[src/rtl/uart_frame_tx.sv]
// Frame-to-byte serializer: captures a UART_FRAME_SIZE-byte frame and streams it LSB-byte first.
// Define UART_FRAME_TX_CSUM_EN to append an XOR checksum byte after each frame.
module uart_frame_tx #(
  parameter int DBITS           = 8,
  parameter int UART_FRAME_SIZE = 16
) (
  input  logic                             clk,
  input  logic                             reset,
  input  logic [UART_FRAME_SIZE*DBITS-1:0] frame_in,
  input  logic                             frame_valid,
  output logic                             frame_ready,
  output logic [DBITS-1:0]                 byte_out,
  output logic                             byte_valid,
  input  logic                             byte_ready,
  output logic                             busy,
  output logic                             frame_done,
  output logic                             overrun,
  output logic [7:0]                       overrun_count
);

  localparam int IW = $clog2(UART_FRAME_SIZE + 1);
  localparam int SW = (UART_FRAME_SIZE > 1) ? $clog2(UART_FRAME_SIZE) : 1;
  localparam logic [IW-1:0] LAST = IW'(UART_FRAME_SIZE - 1);

`ifdef UART_FRAME_TX_CSUM_EN
  typedef enum logic [1:0] {IDLE, SEND, CSUM} state_t;
  logic [DBITS-1:0] csum;
`else
  typedef enum logic [1:0] {IDLE, SEND} state_t;
`endif

  state_t state, state_nxt;
  logic [UART_FRAME_SIZE-1:0][DBITS-1:0] shadow;
  logic [IW-1:0] idx, idx_nxt;
  logic [SW-1:0] sel;
  logic capture, drop, done_nxt;

  // idx never exceeds LAST, so the narrower select index is lossless
  assign sel  = idx[SW-1:0];
  assign busy = (state != IDLE);

  always_ff @(posedge clk) begin
    if (reset) state <= IDLE;
    else       state <= state_nxt;
  end

  always_comb begin
    state_nxt   = state;
    idx_nxt     = idx;
    frame_ready = 1'b0;
    byte_valid  = 1'b0;
    byte_out    = '0;
    capture     = 1'b0;
    done_nxt    = 1'b0;
    case (state)
      IDLE: begin
        frame_ready = 1'b1;
        if (frame_valid) begin
          capture   = 1'b1;
          idx_nxt   = '0;
          state_nxt = SEND;
        end
      end
      SEND: begin
        byte_valid = 1'b1;
        byte_out   = shadow[sel];
        if (byte_ready) begin
          if (idx == LAST) begin
`ifdef UART_FRAME_TX_CSUM_EN
            state_nxt = CSUM;
`else
            state_nxt = IDLE;
            done_nxt  = 1'b1;
`endif
          end else begin
            idx_nxt = idx + 1'b1;
          end
        end
      end
`ifdef UART_FRAME_TX_CSUM_EN
      CSUM: begin
        byte_valid = 1'b1;
        byte_out   = csum;
        if (byte_ready) begin
          state_nxt = IDLE;
          done_nxt  = 1'b1;
        end
      end
`endif
      default: state_nxt = IDLE;
    endcase
    // a frame offered while not ready (including the last-handshake cycle) is dropped
    drop = frame_valid & ~frame_ready;
  end

  always_ff @(posedge clk) begin
    if (reset) begin
      idx           <= '0;
      shadow        <= '0;
      frame_done    <= 1'b0;
      overrun       <= 1'b0;
      overrun_count <= '0;
    end else begin
      idx        <= idx_nxt;
      frame_done <= done_nxt;
      overrun    <= drop;
      if (capture) shadow <= frame_in;
      if (drop && overrun_count != 8'hFF) overrun_count <= overrun_count + 8'd1;
    end
  end

`ifdef UART_FRAME_TX_CSUM_EN
  always_ff @(posedge clk) begin
    if (reset)                           csum <= '0;
    else if (capture)                    csum <= '0;
    else if (state == SEND && byte_ready) csum <= csum ^ byte_out;
  end
`endif

endmodule
[config.mk]
export PLATFORM = sky130hd
export DESIGN_NAME = uart_frame_tx
export DESIGN_NICKNAME = d
export VERILOG_FILES = /design/src/rtl/uart_frame_tx.sv
export SDC_FILE = /design/constraint.sdc
export NUM_CORES = 1
export LEC_CHECK = 0
export CAP_MARGIN = 20
export CELL_PAD_IN_SITES_DETAIL_PLACEMENT = 1
export CELL_PAD_IN_SITES_GLOBAL_PLACEMENT = 2
export CORE_MARGIN = 2
export CORE_UTILIZATION = 31
export DETAILED_ROUTE_END_ITERATION = 16
export GPL_TIMING_DRIVEN = 0
export HOLD_SLACK_MARGIN = 0.02
export PLACE_DENSITY_LB_ADDON = 0.1
export SLEW_MARGIN = 0
export SYNTH_ARGS = -nofsm -noshare
export SYNTH_HDL_FRONTEND = slang
export SYNTH_SLANG_ARGS = --single-unit
[constraint.sdc]
create_clock -name clk -period 2.6 [get_ports clk]
set_input_delay 0.39 -clock clk [delete_from_list [all_inputs] [get_ports clk]]
set_output_delay 0.39 -clock clk [all_outputs]
set_load 0.005 [all_outputs]
==> results of run 1 <==
per-stage QoR:
step | instance area, um^2 | setup slack, ns | std cells
floorplan | 6120 | 0.785 | 704
global placement | 7960 | -0.161 | 1120
detailed placement | 7960 | -0.140 | 1120
CTS | 8790 | -0.00239 | 1161
global route | 8760 | 0.00217 | 1161
finish | 8760 | 0.0704 | 1161
layout make-up:
class                      count  area, um^2
clock buffer                  21         480
clock inverter                 9         131
fill                        2323       10600
inverter                       3        11.3
buffer                        55         330
timing repair buffer         162        1610
sequential                   144        2890
multi-input combinational    502        2980
tap                          265         332
worst max-delay path by stage:
stage	start	endpoint	slack, ns	depth (start not counted)
final	idx[2]	byte_out[5]	0.07	6
after detailed placement	idx[0]	byte_out[1]	-0.14	7
after CTS	idx[2]	byte_out[2]	-0.002	5
after global placement	idx[0]	byte_out[4]	-0.16	7
after global routing	idx[2]	byte_out[5]	0.002	6
after floorplan	idx[0]	byte_out[7]	0.79	5
flip-flops by register name, summed over array words and instances, names as in the netlist:
signal	flops
idx	5
shadow	128
overrun	1
state	1
frame_done	1
overrun_count	8
cell usage in the layout (no fill, tap or decap), types with 4 or more instances in the layout:
cell,netlist,layout
mux4_2,22,28
clkbuf_2,0,5
xor2_1,5,5
nand2_1,263,263
clkbuf_1,23,23
a21oi_1,133,133
a22oi_2,0,7
buf_2,24,23
o21ai_1,0,5
buf_4,4,11
clkbuf_8,0,4
mux2i_1,9,9
dfxtp_1,144,141
clkdlybuf4s50_1,0,143
clkbuf_16,0,17
nor2_1,12,12
cell families after synthesis:
| logic type | after synthesis | share of synthesized area (%) |
|---|---|---|
| compound gates | 155 | 13.4 |
| xor+xnor | 6 | 0.859 |
| fa+ha+maj | 3 | 0.613 |
| buf+inv | 58 | 4.78 |
| flops | 144 | 47.1 |
| mux | 41 | 13.8 |
| simple gates | 297 | 19.5 |
power breakdown:
part	leakage, nW	switching [mW]	total [mW]	internal [mW]
Clock	0.305	0.925	2.53	1.60
Combinational	1.70	0.362	0.739	0.377
Sequential	1.18	0.0735	2.41	2.33
cell usage after synthesis:
master / number
xor2_1: 5
and3_1: 1
o21ai_0: 8
nor2_1: 12
o211ai_1: 1
mux2i_1: 9
o31ai_1: 3
inv_1: 3
buf_2: 24
a21oi_1: 133
nand3b_1: 3
nor3b_1: 1
xnor2_1: 1
mux4_1: 8
dfxtp_1: 144
and2b_1: 1
mux4_4: 2
nor3_2: 1
ha_1: 3
nand4_1: 3
nor3b_2: 1
and2_4: 1
nor3_1: 3
clkbuf_1: 23
or4_1: 2
buf_6: 4
and3b_2: 1
buf_4: 4
a22oi_1: 8
a31oi_1: 1
nor4bb_1: 1
nand3_1: 3
mux4_2: 22
o21ai_4: 1
nand2_1: 263
routing by layer:
layer  track usage, %  vias up  routed length, um
li1                 -     2747                  -
met3             4.30       17               1020
met2             36.4      150              10700
met4             5.62        0                291
met1             27.4     2768               9440
met5                0        -                  0
critical path, stage by stage (launching register included):
cell	delay [ns]
dfxtp_2	0.35
buf_8	0.14
buf_12	0.14
mux4_2	0.54
a22oi_2	0.19
o21ai_1	0.13
clkdlybuf4s15_1	0.23
timing repair:
action | CTS | global route
pin swaps | 6 | 2
endpoints found under the setup margin | 8 | 7
endpoints found under the hold margin | 0 | 0
gates cloned | 2 | 0
buffers inserted | 9 | 0
resized for setup | 54 | 9
==> reports/metrics.yaml, run 1 <==
logic_synthesis:
  syn_area_mm2: 0.00612
  ys_types: 35
  ys_seq_elements: 144
  yosysTopAreaCell: "dfxtp_1"
  ys_warn_count: 0
  synth.area.top_cells: "dfxtp_1, nand2_1, a21oi_1"
  avgSynthCellArea_um2: 8.69
  synth_cells: 704
  yosysSeqAreaShare_pct: 47.1
  synth_top_area_share_pct: 47.1
  postSynthNetCount: 839
die:
  rows: 51
  die_w_um: 145
  core_area_mm2: 0.0194
  die_h_um: 145
  io_pins: 153
  fp.dieArea_mm2: 0.0209
  initial_utilization_pct: 31.6
clocking:
  clock_sinks: 144
  cts_hold_buffers: 0
  cts_root_buffer: "clkbuf_16"
  insertion_delay_ns: 0.42
  cts_buffer_depth: 2
  cts_tree: "yes"
  htreeDepth: 4
  numCtsBuffers: 17
  clk_pin_slew_worst_paths_ns: 0.06
timing:
  hold_viol: 0
  setup_viol: 0
  maxSlewViolCount: 0
  fin_crit_ns: 2.53
  min_period_over_period_pct: 97.3
  fmax_mhz: 395
  finClkSkew_ns: 0.00570
  rsz0062_at_grt: "false"
  finalSetupTns_ns: 0
  max-slew-margin-rel_pct: 53.4
  worst_slew_pin_slew_ns: 0.699
  hold_ws_ns: 0.453
worst_setup_path:
  r2r-end: "idx[3]"
  cp_data_arrival_time_ns: 2.14
  r2r_cells: 10
  cp.required_ns: 2.21
  r2r_start: "idx[2]"
  regToRegSetupSlack_ns: 0.49
  end_kind: "output port"
  cp_max_fo: 7
  start_kind: "flop"
  crit_type: "flop to output port"
routing:
  routed_wl_um: 21400
  viasPerCell: 4.89
  drc: 0
  drt_iter0_drc: 251
  via_count: 5682
  wire_per_inst_um: 18.4
  drt_pass1_iterations: 4
  ant_nets: 0
finish:
  final_util_pct: 45.2
  area_growth_pct: 43.2
  nNetsFinal: 1020
  antenna_cells: 0
  drive_above_1_share_pct: 14.1
worst_hold_path:
  hold_class: "flop to flop"
  hp-start: "shadow[53]"
  whs_path_depth: 2
  min_to: "shadow[53]"
global_route:
  grt.total_usage_pct: 21.3
  grt_pass1_vias: 5974
  grt_max_degree: 17
  grt_first_pass_wirelength_um: 32900
  grt.overflow.total: 0
  grt_antenna_before_repair: 0
run:
  cap_violations: 0
power_and_ir_drop:
  power_leakage_nw: 3.19
  vdd_drop_max_mv: 0.387
  cellPowerDensity_mw_per_mm2: 647
  fin_total_pwr_mw: 5.67
placement:
  hpwl_um: 16000
  gp_congestion: 0.781
  portBuffers: 151
run_status:
  status: "complete, no violations"
Note: power is estimated with default switching activity, not from simulation.
==> inputs of run 2 (changes only) <==
--- a/config.mk
+++ b/config.mk
@@ -5,7 +5,7 @@
 export SDC_FILE = /design/constraint.sdc
 export NUM_CORES = 1
 export LEC_CHECK = 0
-export CAP_MARGIN = 20
+export CAP_MARGIN = 25
 export CELL_PAD_IN_SITES_DETAIL_PLACEMENT = 1
 export CELL_PAD_IN_SITES_GLOBAL_PLACEMENT = 2
 export CORE_MARGIN = 2
==> results of run 2 <==
Same layout as run 1: the final DEF is identical, and so are final timing and power.
==> inputs of run 3 (changes only) <==
==> constraint.sdc (replaced) <==
create_clock -name clk -period 3.2 [get_ports clk]
set_input_delay 0.48 -clock clk [delete_from_list [all_inputs] [get_ports clk]]
set_output_delay 0.48 -clock clk [all_outputs]
set_load 0.005 [all_outputs]
==> reports/metrics.yaml, run 3 (synthesis results as in run 1) <==
run_status:
  status: "finished, violations left"  # was complete, no violations
  violations: "setup timing"
finish:
  area_growth_pct: 40.5  # was 43.2%
  nNetsFinal: 1008  # was 1020
  largest_reg_flops: 128  # unchanged
  top_register: "shadow"  # unchanged
  final_util_pct: 44.3  # was 45.2%
  layout_commonest_cell: "nand2_1"  # unchanged
  antenna_cells: 0  # unchanged
  layout_common_cells: "nand2_1, clkdlybuf4s50_1, dfxtp_1, a21oi_1"  # was nand2_1, clkdlybuf4s50_1, dfxtp_1, a21oi_1, mux4_2
  top_regs: "shadow x128, overrun_count x8, idx x5"  # unchanged
  drive_above_1_share_pct: 10.6  # was 14.1%
timing:
  max-slew-margin-rel_pct: 53.8  # was 53.4%
  finalSetupTns_ns: -0.00433  # was 0 ns
  maxSlewViolCount: 0  # unchanged
  hold_viol: 0  # unchanged
  min_period_over_period_pct: 100
  worst_slack_ns: -0.00433  # was 0.0704 ns
  setup_viol: 1  # was 0
  hold_ws_ns: 0.453  # about the same
  finClkSkew_ns: 0.00636  # was 0.00570 ns
  worst_slew_pin_slew_ns: 0.694  # was 0.699 ns
  rsz0062_at_grt: "true"  # was false
  fin_crit_ns: 3.20
  fmax_mhz: 312
power_and_ir_drop:
  p_clk_share_pct: 44.7  # was 44.5%
  p_int_mw: 3.49  # was 4.31 mW
  vdd_drop_max_mv: 0.318  # was 0.387 mV
  seqPwrFrac_pct: 42.6  # was 42.4%
  cellPowerDensity_mw_per_mm2: 533  # was 647 mW/mm^2
  power_leakage_nw: 3.12  # was 3.19 nW
  swShare_pct: 23.9  # was 24.0%
  pwr-share-comb_pct: 12.7  # was 13.0%
  netSwitchingPower_mw: 1.10  # was 1.36 mW
worst_setup_path:
  critPathMaxStageDelay_ns: 0.61  # was 0.54 ns
  crit_buf_inv: 3  # unchanged
  regToRegSetupSlack_ns: 1.18  # was 0.49 ns
  r2r-end: "idx[3]"  # unchanged
  cp_data_arrival_time_ns: 2.72  # was 2.14 ns
  crit_top_cell: "buf_6"
  r2r_cells: 9  # was 10
  cp_cell_sequence: "buf_6 -> buf_6 -> mux4_1 -> a22oi_1 -> o21ai_0 -> clkdlybuf4s50_1"  # was buf_8 -> buf_12 -> mux4_2 -> a22oi_2 -> o21ai_1 -> clkdlybuf4s15_1
  critical-path-top-delay-family: "buffers and inverters"  # was multiplexers
  cp.required_ns: 2.72  # was 2.21 ns
  cp_max_fo: 10  # was 7
  crit_type: "flop to output port"  # unchanged
  cp_slowest_cell: "mux4_1"  # was mux4_2
  end_kind: "output port"  # unchanged
  start_kind: "flop"  # unchanged
  r2r_start: "idx[2]"  # unchanged
die:
  die_w_um: 145  # unchanged
  core_area_mm2: 0.0194  # unchanged
  io_pins: 153  # unchanged
  rows: 51  # unchanged
  die_h_um: 145  # unchanged
  initial_utilization_pct: 31.6  # unchanged
  fp.dieArea_mm2: 0.0209  # unchanged
routing:
  drc: 0  # unchanged
  viasPerCell: 4.93  # was 4.89
  wire_per_inst_um: 18.3  # was 18.4 um
  drt_iter0_drc: 231  # was 251
  via_count: 5665  # was 5682
  ant_nets: 0  # unchanged
  drt_pass1_iterations: 4  # unchanged
  routed_wl_um: 21000  # was 21400 um
run:
  cap_violations: 0  # unchanged
clocking:
  cts_hold_buffers: 0  # unchanged
  numCtsBuffers: 17  # unchanged
  htreeDepth: 4  # unchanged
  post_cts.repair.setup_buffers: 0  # was 9
  cts_buffer_depth: 2  # unchanged
  cts_root_buffer: "clkbuf_16"  # unchanged
  clock_sinks: 144  # unchanged
  clk_pin_slew_worst_paths_ns: 0.06  # about the same
  insertion_delay_ns: 0.41  # was 0.42 ns
  cts_tree: "yes"  # unchanged
global_route:
  met3_usage_pct: 4.30  # unchanged
  grt.overflow.total: 0  # unchanged
  grt.busiest_layer: "met2"  # unchanged
  use_met1_pct: 26.9  # was 27.4%
  grt_first_pass_wirelength_um: 32200  # was 32900 um
  grt_max_degree: 20  # was 17
  met2_usage_pct: 35.3  # was 36.4%
  grt_pass1_vias: 5897  # was 5974
  grt_antenna_before_repair: 0  # unchanged
  grt.total_usage_pct: 20.8  # was 21.3%
worst_hold_path:
  hp-start: "shadow[52]"  # was shadow[53]
  whs_path_depth: 2  # unchanged
  min_to: "shadow[52]"  # was shadow[53]
  hold_class: "flop to flop"  # unchanged
placement:
  portBuffers: 151  # unchanged
  dp_worst_setup_slack_ns: 0.370  # was -0.140 ns
  hpwl_um: 16000  # unchanged
  gp_congestion: 0.781  # unchanged
## run 3: worst max-delay path by stage
stage | from | endpoint | slack [ns] | depth (start not counted)
after floorplan | idx[0] | byte_out[7] | 1.30 | 5
after global placement | idx[0] | byte_out[4] | 0.35 | 7
after global routing | idx[2] | byte_out[1] | -0.08 | 6
after CTS | state[0] | byte_out[3] | 0.008 | 5
final | idx[2] | byte_out[1] | -0.004 | 6
after detailed placement | idx[0] | byte_out[1] | 0.37 | 7
## run 3: per-layer routing
layer  up-vias  part of all wire (%)
li1       2736                     -
met1      2771                    45
met2       143                    49
met3        15                   4.5
met4         0                   1.3
met5         -                     0
## run 3: worst min-delay path: stages, from the launching register on
cell and delay (ns):
dfxtp_1 0.31, nand2_1 0.05, a21oi_1 0.05
## run 3: power by group through the flow
| stage | logic (mW) | registers (mW) | clock network, mW |
|---|---|---|---|
| 6_report | 0.581 | 1.95 | 2.05 |
| 3_5_place_dp | 0.581 | 1.99 | 0 |
| 2_1_floorplan | 0.285 | 1.97 | 0 |
| 4_1_cts | 0.585 | 1.95 | 2.09 |
| 5_1_grt | 0.642 | 1.96 | 2.18 |
| 3_3_place_gp | 0.570 | 1.99 | 0 |
## run 3: final cells by class
type                       count  area, um^2
fill                        2328       10800
multi-input combinational    502        2970
sequential                   144        2880
timing repair buffer         151        1510
clock buffer                  21         480
tap                          265         332
buffer                        54         277
clock inverter                 9         131
inverter                       3        11.3
## run 3: metrics by stage
| step | instance area (um^2) | power [mW] | cells |
|---|---|---|---|
| floorplan | 6120 | 2.25 | 704 |
| global placement | 7960 | 2.56 | 1120 |
| detailed placement | 7960 | 2.57 | 1120 |
| CTS | 8570 | 4.63 | 1149 |
| global route | 8600 | 4.79 | 1149 |
| finish | 8600 | 4.59 | 1149 |
## run 3: timing repair
| action | in CTS | in global routing |
|---|---|---|
| setup endpoints to repair | 6 | 8 |
| resized for setup | 0 | 8 |
| pin swaps | 0 | 1 |
| hold endpoints to repair | 0 | 0 |
| cloned | 0 | 0 |
==> edit 1, RTL diff (settings of run 2) <==
Change the parameter `DBITS` from 8 to 6.
--- a/src/rtl/uart_frame_tx.sv
+++ b/src/rtl/uart_frame_tx.sv
@@ -2,5 +2,5 @@
 // Define UART_FRAME_TX_CSUM_EN to append an XOR checksum byte after each frame.
 module uart_frame_tx #(
-  parameter int DBITS           = 8,
+  parameter int DBITS           = 6,
   parameter int UART_FRAME_SIZE = 16
 ) (
Ports: changed (resized byte_out and frame_in); port bits go from 153 to 119. No check against the original RTL was run, so the function may have changed too.
==> edit 1 against run 2 <==
  * Design area fell by 25%
  * Setup slack worse by 69 ps
  * Total power decreased by 32%
  * Via count shrank 22%
  * Sequential cell count shrank 32
  * Clock skew grew 2.9 ps
  * Synthesized area is 22% lower
  * Non-clock buffer count down 48
  * Sequential share of layout area up 0.99 points
  * Routed wire length is 28% lower
==> edit 1: results (changes against run 2) <==
routing:
  avgRoutedWirePerCell_um: 17.3  # was 18.4 um
  wl_met3_um: 647  # was 1.02 mm
  drt-met1-wl_mm: 7.30  # was 9.44 mm
  met2_length_mm: 7.37  # was 10.7 mm
clocking:
  clock_latency_ps: 360  # was 420 ps
  cts_buffers: 9  # was 17
  cts_htree_levels: 3  # was 4
yosys:
  synthMuxAreaShare_pct: 12.8  # was 13.8%
  ys_seq_area_share_pct: 47.1  # about the same
  synth_common_cells: "204 x nand2_1, 112 x dfxtp_1, 102 x a21oi_1"  # was 263 x nand2_1, 144 x dfxtp_1, 133 x a21oi_1
  synth.net_count: 671  # was 839
  synth.distinct_cells: 33  # was 35
  synthXorXnorAreaFrac_pct: 0.921  # was 0.859%
  synthTopCellsByArea: "dfxtp_1 47%, nand2_1 16%, a21oi_1 11%"  # unchanged
  synthCells: 568  # was 704
  synth_adder_area_share_pct: 0.789  # was 0.613%
critical_path:
  r2r_end: "shadow[84]$_SDFFE_PP0P_"  # was idx[3]$_SDFFE_PP0P_
  reg2reg_slack_ps: 470  # was 490 ps
  critPathLaunch: "idx[0]$_SDFFE_PP0P_"  # was idx[2]$_SDFFE_PP0P_
  r2r_cells: 6  # was 10
  crit_path_max_fanout: 4  # was 7
  cp.arrival_ps: 2210  # was 2140 ps
  reg2reg_from: "state[0]$_SDFFE_PP0P_"  # was idx[2]$_SDFFE_PP0P_
hold_path:
  hold_start: "reset"  # was shadow[53]$_SDFFE_PP0P_
  min_to: "state[0]$_SDFFE_PP0P_"  # was shadow[53]$_SDFFE_PP0P_
status:
  status: "complete, no violations"  # unchanged
pwr:
  p_leak_uw: 0.00240  # was 0.00319 uW
  ir_drop_mv: 0.364  # was 0.387 mV
global_routing:
  globalRouteMet3Util_pct: 3.63  # was 4.30%
  grt_pass1_vias: 4590  # was 5,974
  grt_use_met2_pct: 32.7  # was 36.4%
  grt_util_all_layers_pct: 19.6  # was 21.3%
timing:
  skew_ps: 8.63  # was 5.70 ps
  holdWs_ps: 443  # was 453 ps
placement:
  gp_congestion: 0.790  # was 0.781
  hpwlAfterDp_mm: 11.6  # was 16.0 mm
  dp.cells: 873  # was 1,120
cells_and_area:
  drive_above_1_share_pct: 9.30  # was 14.1%
  final_cells: 898  # was 1,161
  fill_cells: 1814  # was 2,323
  fin_nets: 808  # was 1,020
edit 1: cell families (layout without fill, tap and decap cells):
kind of cell	after synthesis	after routing
simple gates	247	247
compound gates	121	121
flops	112	112
buf+inv	45	187
mux	35	35
xor+xnor	5	5
fa+ha+maj	3	3
edit 1: where the power goes:
| part | internal [uW] | switching [uW] | total [uW] |
|---|---|---|---|
| clock | 803 | 649 | 1450 |
| combinational | 283 | 273 | 556 |
| sequential | 1810 | 54.4 | 1860 |
edit 1: area by class of cell:
type / count / area, um2 / area share [%]
Multi-Input combinational cell: 411 / 2340 / 35.3
Sequential cell: 112 / 2240 / 33.9
Timing Repair Buffer: 126 / 1250 / 18.9
Clock buffer: 12 / 256 / 3.88
Tap cell: 188 / 235 / 3.56
Buffer: 43 / 231 / 3.50
Clock inverter: 4 / 51.3 / 0.775
Inverter: 2 / 7.51 / 0.113
edit 1: repair_timing:
item | in CTS | in global routing
resized for setup | 46 | 4
setup buffers | 7 | 2
endpoints found under the setup margin | 6 | 6
pin swaps | 2 | 5
==> edit 2, RTL diff (flow settings as in run 2) <==
Made on the original files. One comparison of `idx` changes from == to >=.
--- a/src/rtl/uart_frame_tx.sv
+++ b/src/rtl/uart_frame_tx.sv
@@ -66,5 +66,5 @@
         byte_out   = shadow[sel];
         if (byte_ready) begin
-          if (idx == LAST) begin
+          if (idx >= LAST) begin
 `ifdef UART_FRAME_TX_CSUM_EN
             state_nxt = CSUM;
Function: no difference found for any inputs over 10 cycles, from zero or initial values and one cycle with reset high; that may be too few to reach the edited logic, so the function may still have changed.
==> edit 2 against run 2 <==
  * Total power is 3.6% higher
  * Synthesized area up 2.4%
  * Sequential cell count did not move
  * Count of clock-buffer cells in the layout shrank 1
  * Global-route usage is 0.51 points lower
  * Non-clock buffer count rose by 1
  * Setup slack lost 17 ps
  * Routed wire length is 3.3% higher
  * Fmax down 0.68%
  * Design area increased by 2.9%
  * Register-to-register slack improved by 200 ps
  * Critical path depth increased by 3
  * Critical path type unchanged
  * Largest cell class unchanged
  * Highest routed layer unchanged
==> edit 2: results (changes against run 2) <==
clocking:
  clk_pin_slew_ps: 60  # about the same
  clk_path_buf_depth: 2  # unchanged
  clockRootBuffer: "clkbuf_16"  # unchanged
  cts_htree_levels: 4  # unchanged
  cts_buffers: 17  # unchanged
  clock_latency_ps: 430
critical_path:
  max_stage_delay_ps: 340  # was 540 ps
  slowest_stage: "dfxtp_2"  # was mux4_2
  crit_path_max_fanout: 10  # was 7
  crit_family: "buffers and inverters"  # was multiplexers
  cp.arrival_ps: 2160  # was 2140 ps
pwr:
  p_switching_uw: 1410  # was 1360 uW
  p_leak_uw: 0.00324  # was 0.00319 uW
  ir_drop_mv: 0.441  # was 0.387 mV
placement:
  dp.cells: 1179  # was 1,120
  gp_congestion: 0.779  # was 0.781
  post-place-ws_ps: -103  # was -140 ps
  io_buffer_count: 151  # unchanged
  hpwlAfterDp_mm: 16.7  # was 16.0 mm
global_routing:
  antenna_found_initial: 0  # unchanged
  grt_pass1_wl_mm: 34.3  # was 32.9 mm
  grt_util_all_layers_pct: 20.8  # was 21.3%
  grt_pass1_vias: 6368  # was 5,974
  grt_max_degree: 17  # unchanged
yosys:
  ys_warn_count: 0  # unchanged
  synthTopCellsByArea: "dfxtp_1 46%, nand2_1 16%, a21oi_1 10%"  # was dfxtp_1 47%, nand2_1 16%, a21oi_1 11%
  synth_common_cells: "267 x nand2_1, 144 x dfxtp_1, 131 x a21oi_1"  # was 263 x nand2_1, 144 x dfxtp_1, 133 x a21oi_1
  synth.net_count: 893  # was 839
  async_flop_share_pct: 0  # unchanged
  ys_seq_area_share_pct: 46.0  # was 47.1%
  synth.distinct_cells: 41  # was 35
  postSynthAreaPerCell_um2: 8.26  # was 8.69 um2
timing:
  tightest_slew_ps: 679  # was 699 ps
  skew_ps: 9.48  # was 5.70 ps
job:
  max-cap-violations: 0  # unchanged
routing:
  dr.pass1.iters: 4  # unchanged
  initialDrtViolationCount: 219  # was 251
  wl_mm: 22.1  # was 21.4 mm
  num_vias: 6012  # was 5,682
  avgRoutedWirePerCell_um: 18.1  # was 18.4 um
cells_and_area:
  fin_nets: 1071  # was 1,020
  drive_above_1_share_pct: 10.7  # was 14.1%
  insertedDiodeCount: 0  # unchanged
  top_regs: "shadow: 128 flops, overrun_count: 8 flops, idx: 5 flops"  # unchanged
status:
  status: "complete, no violations"  # unchanged
hold_path:
  hold_path_class: "reg -> reg"  # unchanged
==> edit 2: cell types whose count changed in the layout (fill, tap and decap cells not counted), sizes merged, moves of 4 or more <==
cell    change
mux4       -18
nand3       +8
a22oi       +9
nand2       +4
mux2i      +31
nor2b       +4
nand2b      +6
==> edit 2: what timing repair did <==
action | in CTS | in global routing
pin swaps | 6 | 2
gates cloned | 0 | 0
setup endpoints to repair | 8 | 6
setup buffers | 6 | 2
gates resized for setup | 64 | 6
==> edit 2: worst paths after layout <==
check                                              from                       to  slack, ps  cells past startpoint
worst min-delay path            shadow[71]$_SDFFE_PP0P_  shadow[71]$_SDFFE_PP0P_        450                      2
worst max register to register    state[0]$_SDFFE_PP0P_  shadow[28]$_SDFFE_PP0P_        690                      5
worst max-delay path                idx[0]$_SDFFE_PP0P_              byte_out[2]         50                      9
worst min register to register  shadow[71]$_SDFFE_PP0P_  shadow[71]$_SDFFE_PP0P_        450                      2
==> edit 2: area by class of cell <==
type	count	area (um2)
Buffer	59	377
Clock buffer	20	457
Clock inverter	12	205
Fill cell	2380	11000
Inverter	3	11.3
Multi-Input combinational cell	552	3180
Sequential cell	144	2890
Tap cell	270	338
Timing Repair Buffer	159	1560
==> edit 2: worst register-to-register path: stages, from the launching register on <==
cell and delay (ps):
dfxtp_1 330, and2b_1 270, buf_2 400, clkbuf_1 490
nand2_1 190, a21oi_1 160
==> edit 2: power by group through the flow <==
stage	registers, uW	logic (uW)	clock network (uW)
finish	2390	741	2740
global placement	2430	690	0
CTS	2390	743	2790
detailed placement	2440	706	0
floorplan	2410	347	0
global route	2400	813	2880
==> edit 2: through the flow <==
stage               setup TNS (ps)  instance area [um2]
floorplan                        0                 6260
CTS                              0                 8990
finish                           0                 9020
detailed placement            -111                 8110
global route                 -3.05                 9020
global placement              -118                 8110
==> edit 2: cell families (layout without fill, tap and decap cells) <==
kind of cell               Yosys count  after routing  share of synthesized area, %
DFF                                144            144                          46.0
and+or+nand+nor                    320            320                          20.8
adders and majority gates            3              3                         0.599
xor gates and xnor gates             3              3                         0.419
buffers and inverters               62            253                          5.23
muxes                               54             54                          11.7
AOI/OAI and AO/OA                  172            172                          15.2
==> edit 2: layer usage <==
metal / track usage [%] / wire length [um]
met5: 0 / 0
met4: 5.58 / 267
met3: 4.16 / 954
met2: 34.5 / 10600
met1: 27.7 / 10300
